`src/rtl/id_hazard_scoreboard_if.sv`:
```
// Decode-stage hazard interface: instruction attributes from ID towards the
// scoreboard, and stall/bubble/status signals coming back.
interface id_hazard_scoreboard_if;
    logic        ID_valid;
    logic [4:0]  ID_rs;
    logic [4:0]  ID_rt;
    logic        ID_rs_used;
    logic        ID_rt_used;
    logic [4:0]  ID_Wesel;
    logic        ID_RegWrite;
    logic        ID_MemRead;
    logic        ID_MulDiv;
    logic        ID_ReadHiLo;
    logic        ID_Flush;
    logic        ID_Stall;
    logic        EX_Bubble;
    logic        MulDiv_Busy;
    logic [15:0] Stall_Count;

    modport master (
        output ID_valid, ID_rs, ID_rt, ID_rs_used, ID_rt_used, ID_Wesel,
               ID_RegWrite, ID_MemRead, ID_MulDiv, ID_ReadHiLo, ID_Flush,
        input  ID_Stall, EX_Bubble, MulDiv_Busy, Stall_Count
    );

    modport slave (
        input  ID_valid, ID_rs, ID_rt, ID_rs_used, ID_rt_used, ID_Wesel,
               ID_RegWrite, ID_MemRead, ID_MulDiv, ID_ReadHiLo, ID_Flush,
        output ID_Stall, EX_Bubble, MulDiv_Busy, Stall_Count
    );
endinterface

```
`src/rtl/id_hazard_scoreboard.sv`:
```
// Register/HI-LO hazard scoreboard for the ID stage: tracks per-register
// forwarding readiness and mult/div occupancy, and stalls dependent issues.
module id_hazard_scoreboard #(
    parameter int unsigned MULDIV_LAT = 8
) (
    input  logic                   clk,
    input  logic                   rst,
    id_hazard_scoreboard_if.slave  bus
);

    localparam logic [5:0] LatVal = 6'(MULDIV_LAT);

    logic [1:0]  pend_q [32];
    logic [1:0]  pend_d [32];
    logic [5:0]  busy_q, busy_d;
    logic [15:0] stallCnt_q, stallCnt_d;

    logic rawHazard;
    logic hiloHazard;
    logic stall;
    logic issue;

    assign rawHazard = (bus.ID_rs_used && (bus.ID_rs != 5'd0) && (pend_q[bus.ID_rs] != 2'd0)) ||
                       (bus.ID_rt_used && (bus.ID_rt != 5'd0) && (pend_q[bus.ID_rt] != 2'd0));
    assign hiloHazard = (busy_q != 6'd0) && (bus.ID_ReadHiLo || bus.ID_MulDiv);
    assign stall      = bus.ID_valid && !bus.ID_Flush && (rawHazard || hiloHazard);
    assign issue      = bus.ID_valid && !bus.ID_Flush && !stall;

    assign bus.ID_Stall    = stall;
    assign bus.EX_Bubble   = stall;
    assign bus.MulDiv_Busy = (busy_q != 6'd0);
    assign bus.Stall_Count = stallCnt_q;

    // The issuing writer replaces whatever countdown its destination had,
    // so a younger ALU write can shorten an older load's wait.
    always_comb begin
        for (int i = 0; i < 32; i++) begin
            pend_d[i] = (pend_q[i] != 2'd0) ? (pend_q[i] - 2'd1) : 2'd0;
        end
        if (issue && bus.ID_RegWrite && (bus.ID_Wesel != 5'd0)) begin
            pend_d[bus.ID_Wesel] = bus.ID_MemRead ? 2'd2 : 2'd1;
        end
        pend_d[0] = 2'd0;

        busy_d = (busy_q != 6'd0) ? (busy_q - 6'd1) : 6'd0;
        if (issue && bus.ID_MulDiv) begin
            busy_d = LatVal;
        end

        stallCnt_d = stallCnt_q;
        if (stall && (stallCnt_q != 16'hFFFF)) begin
            stallCnt_d = stallCnt_q + 16'd1;
        end
    end

    always_ff @(posedge clk) begin
        if (rst) begin
            for (int i = 0; i < 32; i++) begin
                pend_q[i] <= 2'd0;
            end
            busy_q     <= 6'd0;
            stallCnt_q <= 16'd0;
        end else begin
            for (int i = 0; i < 32; i++) begin
                pend_q[i] <= pend_d[i];
            end
            busy_q     <= busy_d;
            stallCnt_q <= stallCnt_d;
        end
    end

endmodule

```
`src/flat_wrapper.sv`:
```
// flat-port wrapper written by rule: the top's interface ports become plain ports
module id_hazard_scoreboard_flat 
#(
    parameter int unsigned MULDIV_LAT = 8
)
  (clk, rst, bus_ID_valid, bus_ID_rs, bus_ID_rt, bus_ID_rs_used, bus_ID_rt_used, bus_ID_Wesel, bus_ID_RegWrite, bus_ID_MemRead, bus_ID_MulDiv, bus_ID_ReadHiLo, bus_ID_Flush, bus_ID_Stall, bus_EX_Bubble, bus_MulDiv_Busy, bus_Stall_Count);
  id_hazard_scoreboard_if bus_i ();
  input  logic clk;
  input  logic rst;
  input wire logic [$bits(bus_i.ID_valid)-1:0] bus_ID_valid;
  input wire logic [$bits(bus_i.ID_rs)-1:0] bus_ID_rs;
  input wire logic [$bits(bus_i.ID_rt)-1:0] bus_ID_rt;
  input wire logic [$bits(bus_i.ID_rs_used)-1:0] bus_ID_rs_used;
  input wire logic [$bits(bus_i.ID_rt_used)-1:0] bus_ID_rt_used;
  input wire logic [$bits(bus_i.ID_Wesel)-1:0] bus_ID_Wesel;
  input wire logic [$bits(bus_i.ID_RegWrite)-1:0] bus_ID_RegWrite;
  input wire logic [$bits(bus_i.ID_MemRead)-1:0] bus_ID_MemRead;
  input wire logic [$bits(bus_i.ID_MulDiv)-1:0] bus_ID_MulDiv;
  input wire logic [$bits(bus_i.ID_ReadHiLo)-1:0] bus_ID_ReadHiLo;
  input wire logic [$bits(bus_i.ID_Flush)-1:0] bus_ID_Flush;
  output wire logic [$bits(bus_i.ID_Stall)-1:0] bus_ID_Stall;
  output wire logic [$bits(bus_i.EX_Bubble)-1:0] bus_EX_Bubble;
  output wire logic [$bits(bus_i.MulDiv_Busy)-1:0] bus_MulDiv_Busy;
  output wire logic [$bits(bus_i.Stall_Count)-1:0] bus_Stall_Count;
  assign bus_i.ID_valid = bus_ID_valid;
  assign bus_i.ID_rs = bus_ID_rs;
  assign bus_i.ID_rt = bus_ID_rt;
  assign bus_i.ID_rs_used = bus_ID_rs_used;
  assign bus_i.ID_rt_used = bus_ID_rt_used;
  assign bus_i.ID_Wesel = bus_ID_Wesel;
  assign bus_i.ID_RegWrite = bus_ID_RegWrite;
  assign bus_i.ID_MemRead = bus_ID_MemRead;
  assign bus_i.ID_MulDiv = bus_ID_MulDiv;
  assign bus_i.ID_ReadHiLo = bus_ID_ReadHiLo;
  assign bus_i.ID_Flush = bus_ID_Flush;
  assign bus_ID_Stall = bus_i.ID_Stall;
  assign bus_EX_Bubble = bus_i.EX_Bubble;
  assign bus_MulDiv_Busy = bus_i.MulDiv_Busy;
  assign bus_Stall_Count = bus_i.Stall_Count;
  id_hazard_scoreboard #(.MULDIV_LAT(MULDIV_LAT)) u_core (.clk(clk), .rst(rst), .bus(bus_i));
endmodule
```
`config.mk`:
```
export PLATFORM = sky130hd
export DESIGN_NAME = id_hazard_scoreboard_flat
export DESIGN_NICKNAME = d
export VERILOG_FILES = /design/src/rtl/id_hazard_scoreboard_if.sv /design/src/rtl/id_hazard_scoreboard.sv /design/src/flat_wrapper.sv
export SDC_FILE = /design/constraint.sdc
export NUM_CORES = 1
export LEC_CHECK = 0
export ABC_AREA = 1
export CAP_MARGIN = 30
export CORE_ASPECT_RATIO = 0.9
export CORE_UTILIZATION = 45
export CTS_CLUSTER_DIAMETER = 80
export DETAILED_ROUTE_END_ITERATION = 16
export PLACE_DENSITY = 0.74
export SYNTH_ARGS = -nofsm -noshare
export SYNTH_HDL_FRONTEND = slang
export SYNTH_SLANG_ARGS = --single-unit
```
`constraint.sdc`:
```
create_clock -name clk -period 2.3 [get_ports clk]
set_clock_uncertainty 0.05 [all_clocks]
set_input_delay 0.46 -clock clk [delete_from_list [all_inputs] [get_ports clk]]
set_output_delay 0.46 -clock clk [all_outputs]
set_load 0.05 [all_outputs]
```
Yosys cells after proc, flatten, opt, wreduce, memory -nomap -nowiden:

Memory sizes are Yosys's and may differ from the RTL's.
Index checks and enable logic that the tools add are counted.

* latch bits: 0
* logic and storage cells: 206
* memories kept: 1
* ROM bits: 0
* register bits after elaboration: 22
* output and inout port bits: 19
* memory bits (writable): 64

Memories
* u_core.pend_q: depth 32, width 2, rd ports 34, clocked after Yosys merged registers in 0, write ports 32, RTL line id_hazard_scoreboard.sv:13 `logic [1:0] pend_q [32];`

* add/subtract/negate cells: 34
* multipliers: 0
* reduce and logical (&&, ||, !) cells: 57
* magnitude comparators: 2
* bitwise logic cells: 34
* muxes and demuxes: 74
* div/mod/pow operators: 0
* shift operators: 0
* eq/ne operators: 1

Operators with widths (number)
* $mux 2: 66
* $reduce_bool 2->1: 34
* $bwmux 64: 1
* $sub 2x1->2 const B: 32
* $mux 62: 1
* $or 1x1->1: 32
* $add 16x1->16 const B: 1
* $ne 16x16->1 const B: 1
* $reduce_bool 5->1: 3
* $logic_and 1x1->1: 13
* $demux 2 s5: 1
* $mux 4: 2
* $ge 6x6->1 const B: 1
* $lt 6x1->1 const B: 1
* $not 5->6: 1
* $reduce_bool 6->1: 1
* $sub 6x1->6 const B: 1
* $logic_or 1x1->1: 3
* $mux 1: 3
* $reduce_or 3->1: 1
* $logic_not 1->1: 2
* $not 1->1: 1

Longest topological paths before layout:

* depth after elaboration: 12
* mapped depth: 17

Worst setup path after synthesis:

Ideal clock, no wire load.

* path kind: reg-to-output
* from: register u_core.busy_q[0]
* to: output bus_ID_Stall
* arrival: 2.492 ns
* data required time: 1.790 ns
* stages on the path, launching flop included: 10
* setup slack: -0.702 ns
* path through: dfxtp_1 inv_1 ha_1 nand3_1 o21ai_0 nand3_4 buf_2 nand2_1 inv_1 buf_4

* cells in the longest elaborated chain, start to end: 4

Ends and longest elaborated chain
* from (decl): RTL line id_hazard_scoreboard.sv:15 `logic [5:0] busy_q, busy_d;`
* from (signal assigned): RTL line id_hazard_scoreboard.sv:67 `busy_q <= busy_d;`
* $reduce_bool 6->1
* net bus_MulDiv_Busy: RTL line flat_wrapper.sv:23 `output wire logic [$bits(bus_i.MulDiv_Busy)-1:0] bus_MulDiv_Busy;`
* $logic_and 1x1->1: RTL line id_hazard_scoreboard.sv:25 `assign hiloHazard = (busy_q != 6'd0) && (bus.ID_ReadHiLo || bus.ID_MulDiv);`
* $logic_or 1x1->1: RTL line id_hazard_scoreboard.sv:26 `assign stall = bus.ID_valid && !bus.ID_Flush && (rawHazard || hiloHazard);`
* $logic_and 1x1->1: RTL line id_hazard_scoreboard.sv:26
* to (decl): RTL line flat_wrapper.sv:21 `output wire logic [$bits(bus_i.ID_Stall)-1:0] bus_ID_Stall;`

The timed path passes the listed nets, and every way through them passes these cells.

Final worst setup path:

* from: input bus_ID_rs[0]
* to: output bus_ID_Stall

* cells in the longest elaborated chain, start to end: 6
* elaborated cells between the ends (all ways): 8
* those cells by class: reduce/logical (7); memory (1)

Ends and longest elaborated chain
* from (decl): RTL line flat_wrapper.sv:11 `input wire logic [$bits(bus_i.ID_rs)-1:0] bus_ID_rs;`
* $mem_v2 32x2 or $reduce_bool 5->1 (tied branches)
* $reduce_bool 2->1 or $logic_and 1x1->1 (tied branches): RTL line id_hazard_scoreboard.sv:23 `assign rawHazard = (bus.ID_rs_used && (bus.ID_rs != 5'd0) && (pend_q[bus.ID_rs] != 2'd0)) ||`
* $logic_and 1x1->1 (*): RTL line id_hazard_scoreboard.sv:23
* $logic_or 1x1->1 (*): RTL line id_hazard_scoreboard.sv:23
* $logic_or 1x1->1 (*): RTL line id_hazard_scoreboard.sv:26
* $logic_and 1x1->1 (*): RTL line id_hazard_scoreboard.sv:26

Every way passes the cells marked *; elsewhere a longest branch is shown, timed or not.

==> impl_metrics.tcl <==
set metrics [dict create \
    setup_viol_count_final 2 \
    endpoint_kind "output pin" \
    viasPerCell 5.20 \
    reg2reg_setup_slack_ns 0.22 \
    gp_congestion 1.00 \
    antenna_found_initial 0 \
    failed_checks "setup timing" \
    syn-num-nets 1046 \
    ys.warnings.count 0 \
    grt_overflow 0 \
    dieArea_um2 13700 \
    drc_errors 0 \
    ant_nets 0 \
    clk_latency_ns 0.35 \
    hold_buffers 0 \
    synth_top_flop_cell "dfxtp_1" \
    fp-row-count 39 \
    synthCells 1018 \
    fmax_mhz 421 \
    cts_buffer_depth 2 \
    whs_path_depth 1 \
    grt_max_degree 67 \
    drt_iter0_markers 517 \
    drv_cap 0 \
    die_x_um 123 \
    cts_tree "done" \
    cts-buffers-inserted 9 \
    synthTopCellsByArea "dfxtp_1, nor2_1, nand2_1" \
    wire_per_inst_um 13.7 \
    port_buffers 43 \
    syn-cell-area_um2 5970 \
    timing.rr.start "u_core.pend_q[13][1]" \
    io_pins 44 \
    vias 6528 \
    finalPower_w 0.00476 \
    synth_seq_cells 84 \
    min_from "u_core.busy_q[0]" \
    ir_drop_v 0.000444 \
    yosys-top-cells-count "nor2_1, nand2_1, inv_1" \
    tns_ns -0.151 \
    synth_most_common_cell "nor2_1" \
    cp.arrival_ns 1.87 \
    die_h_um 111 \
    grt_usage 0.259 \
    slew_viol_final 0 \
    syn_area_per_cell_um2 5.87 \
    dp_slack_ns -0.570 \
    ys_types 34 \
    synth-seq-area-share 0.281 \
    synth_area_leader_cell "dfxtp_1" \
    clock_sinks 84 \
    r2r_end "u_core.bus.Stall_Count[11]" \
    layout-drive-gt1-share 0.140 \
    finalHoldViolations 0 \
    clk_pin_slew_ns 0.06 \
    synth-async-reset-ratio 0 \
    drt-total-wl_um 17200 \
    nNetsFinal 1115 \
    period_share 1.03 \
    synth_top_area_share 0.281 \
    fin_crit_ns 2.38 \
    worst-path-max-fanout 7 \
    p_per_area_nw_per_um2 637 \
    rsz0062_at_grt "true" \
    startpoint_type "primary input" \
    r2r.worst_path.cells 15 \
    relSlewSlack 0.664 \
    start_util 0.466 \
    worst_slack_ns -0.0757 \
    hold_path_class "flip-flop to flip-flop" \
    first_pass_iters 7 \
    hold_end "u_core.busy_q[0]" \
    synthToLayoutAreaGrowth_pct 25.0 \
    leakagePower_nw 3.27 \
    path_class "primary input to output pin" \
    tightest_slew_ns 0.502 \
    synth-edff-count 0 \
    clock-root-buffer "clkbuf_16" \
    status "finished with violations" \
    crit_required_ns 1.79 \
    antenna_cells 0 \
    grt_pass1_wl_um 28100 \
    fillers 1250 \
    dp_hpwl_um 11800 \
    grt_pass1_vias 5795 \
    cts-htree-levels 3 \
    core_area_um2 12800 \
]
[flip-flops by register name (all words and copies together) (netlist names)]
register                count
u_core.busy_q               6
u_core.bus.Stall_Count     16
u_core.pend_q              62
[power by group]
group | switching (W) | internal, W | leakage, nW
Sequential | 0.0000844 | 0.00156 | 0.686
Clock | 0.000634 | 0.000937 | 0.155
Combinational | 0.000953 | 0.000592 | 2.43
Total | 0.00167 | 0.00309 | 3.27
[stage by stage]
stage               cells   util  instance area, um2  hold WS, ns
floorplan            1018      -                6040        0.343
global placement     1230  0.535                6870        0.352
detailed placement   1230  0.535                6870        0.352
CTS                  1254  0.577                7410        0.368
global route         1256  0.582                7470        0.397
finish               1256  0.582                7470        0.365
[layout by cell type, fill, tap and decap left out, types with 3 or more instances in the layout]
| cell type | n |
|---|---|
| nor2_1 | 249 |
| nand2_1 | 227 |
| inv_1 | 128 |
| nand4_1 | 81 |
| dfxtp_1 | 72 |
| buf_4 | 45 |
| o21ai_0 | 35 |
| clkdlybuf4s50_1 | 31 |
| a21oi_1 | 28 |
| nand3_1 | 21 |
| o31ai_1 | 21 |
| dfxtp_2 | 12 |
| buf_12 | 11 |
| nand3_2 | 10 |
| inv_2 | 10 |
| nor3_1 | 9 |
| nor2_4 | 9 |
| nor2_2 | 9 |
| clkbuf_16 | 9 |
| xor2_1 | 8 |
| o21bai_1 | 7 |
| xnor2_1 | 7 |
| nand2_2 | 6 |
| buf_6 | 4 |
| dlygate4sd2_1 | 4 |
| inv_6 | 3 |
| ha_1 | 3 |
| clkbuf_8 | 3 |
[worst max-delay path, cell delays in order]
cell	delay, ns
buf_6	0.11
buf_6	0.11
nor2_4	0.22
a31oi_4	0.15
nand2_1	0.10
nand2_1	0.05
nand2_1	0.05
nand3_1	0.08
nand3_2	0.11
nand3_4	0.08
nand2_4	0.07
clkinvlp_4	0.10
buf_8	0.16
[how the worst max path moves through the flow]
stage,startpoint,endpoint,slack [ns],depth (start not counted)
2_1_floorplan,bus_ID_rt[1],bus_ID_Stall,-0.26,15
3_3_place_gp,bus_ID_rs[0],bus_EX_Bubble,-0.58,14
3_5_place_dp,bus_ID_rs[0],u_core.bus.Stall_Count[0],-0.57,15
4_1_cts,u_core.pend_q[29][1],bus_EX_Bubble,-0.06,13
5_1_grt,u_core.pend_q[18][0],bus_ID_Stall,-0.18,11
6_report,bus_ID_rs[0],bus_ID_Stall,-0.08,13
[cell families (layout without fill, tap and decap cells)]
logic type / after synthesis / in the layout / share of synthesized area
flip-flops: 84 / 84 / 0.281
buffers and inverters: 184 / 257 / 0.134
AO/OA/AOI/OAI: 100 / 100 / 0.0974
XOR/XNOR: 15 / 15 / 0.0220
AND/OR/NAND/NOR: 632 / 633 / 0.459
adder cells (fa/ha/maj): 3 / 3 / 0.00628
[cell type report]
type	count	area, um2	area share
multi-input cells	751	3680	0.493
flip-flops and latches	84	1700	0.227
repair buffers	99	1020	0.136
inverters	142	548	0.0734
clock buffers	12	267	0.0357
well taps	164	205	0.0275
clock inverters	4	55.1	0.00737
[metal layers]
metal,wire length [um],global-route usage,part of all wire
met5,0,0,0
met4,420,0.0908,0.024
met2,7720,0.403,0.45
met3,1040,0.0581,0.061
met1,8060,0.348,0.47
[what timing repair did]
| item | in CTS | in global routing |
|---|---|---|
| endpoints found under the setup margin | 80 | 4 |
| gates resized for setup | 79 | 14 |
| pin swaps | 23 | 5 |
| setup buffers | 7 | 2 |
| gates cloned | 1 | 1 |
Power figures use the tool's default switching activity.
==> edit: new RTL, same settings <==
Reset style: asynchronous (`rst`), changed in one clocked block.
--- a/src/rtl/id_hazard_scoreboard.sv
+++ b/src/rtl/id_hazard_scoreboard.sv
@@ -55,3 +55,3 @@
 
-    always_ff @(posedge clk) begin
+    always_ff @(posedge clk or posedge rst) begin
         if (rst) begin
Check against the original RTL: differs if rst is asserted again (counterexample within 4 cycles, from zero or initial values and one cycle with rst high); with rst held inactive, the same outputs for 10 cycles.
==> edit against the unedited design <==
The run still ends with setup timing left. Register-to-register slack got worse by 0.26 ns. Sequential cell count unchanged. Routed wire length increased by 1.9%. Non-clock buffer count decreased by 2. Sequential share of layout area increased by 5.3 points. Setup slack got worse by 0.11 ns. Clock power decreased by 12%. Power decreased by 14%. Synthesized area increased by 0.50%. Combinational power decreased by 31%. Design area increased by 0.60%. Critical endpoint is now bus_EX_Bubble.
==> edit: results (changes against the unedited design) <==
Clocking
  – Post-CTS resize count: 53 (-33%)

Setup path
  – RR Startpoint: u_core.pend_q[45]
  – Reg2reg end: u_core.pend_q[56]
  – CP max stage cell: dfrtp_1
  – Data arrival time of the worst path: 1.98 ns (+0.11 ns)

Detailed routing
  – Met3 wire length: 1120 µm (+6.8%)
  – DRT iter0 DRCs: 680 (+32%)
  – Routed vias/inst: 5.23 (+0.56%)
  – DR WL/cell: 14.4 µm (+4.7%)
  – Met2 WL post-DR: 7960 µm (+3.0%)

Yosys
  – Synth cell count leaders: nand2_1 (337), inv_1 (146), nor2_1 (143)
  – Top_reg_cell synth: dfrtp_1
  – Syn_nets: 1013 (-3.2%)

Final layout
  – Final Net Count: 1083 (-2.9%)
  – Fillers: 1227 (-1.8%)

Global routing
  – First-pass GRT wire length: 27800 µm (-1.2%)
  – Vias in the first global route: 5674 (-2.1%)

Hold path
  – Hold Path Sink: u_core.busy_q[5]
  – HP Start: u_core.busy_q[5]

Outcome
  – Status: complete, but fails checks
  – Violations in the final reports: setup timing

Timing
  – Worst slew margin: 0.663 (-0.00127)
  – Final worst slack: -0.188 ns (-0.112 ns)
  – Worst hold slack: 0.424 ns (+0.0594 ns)
  – Final setup fails: 50 (+48)

Placement
  – Placed cell areas: 6950 µm² (+1.2%)
edit: area by class of cell:
class                   count  area [µm²]  area share
clock buffers              11         243      0.0323
clock inverters             4        26.3     0.00350
inverters                 149         569      0.0758
multi-input cells         714        3370       0.448
flip-flops and latches     84        2100       0.280
well taps                 164         205      0.0273
repair buffers             97         998       0.133
edit: metal layers:
metal	vias to the layer above	global-route usage
li1	3235	-
met1	2899	0.356
met2	221	0.396
met3	37	0.0553
met4	0	0.0948
met5	-	0
edit: kinds of logic (layout without fill, tap and decap cells):
group,count (synthesis),in the layout,share of synthesized area
buffers and inverters,187,261,0.120
AOI/OAI and AO/OA,86,86,0.0736
xor gates and xnor gates,14,14,0.0204
and+or+nand+nor,611,611,0.429
DFF,84,84,0.350
adders and majority gates,3,3,0.00625
edit: power groups by stage:
stage          clock [µW]  sequential [µW]  combinational (µW)
2_1_floorplan           0             1790                 535
3_3_place_gp            0             1690                 987
3_5_place_dp            0             1690                 998
4_1_cts              1400             1660                1010
5_1_grt              1480             1670                1170
6_report             1380             1660                1070
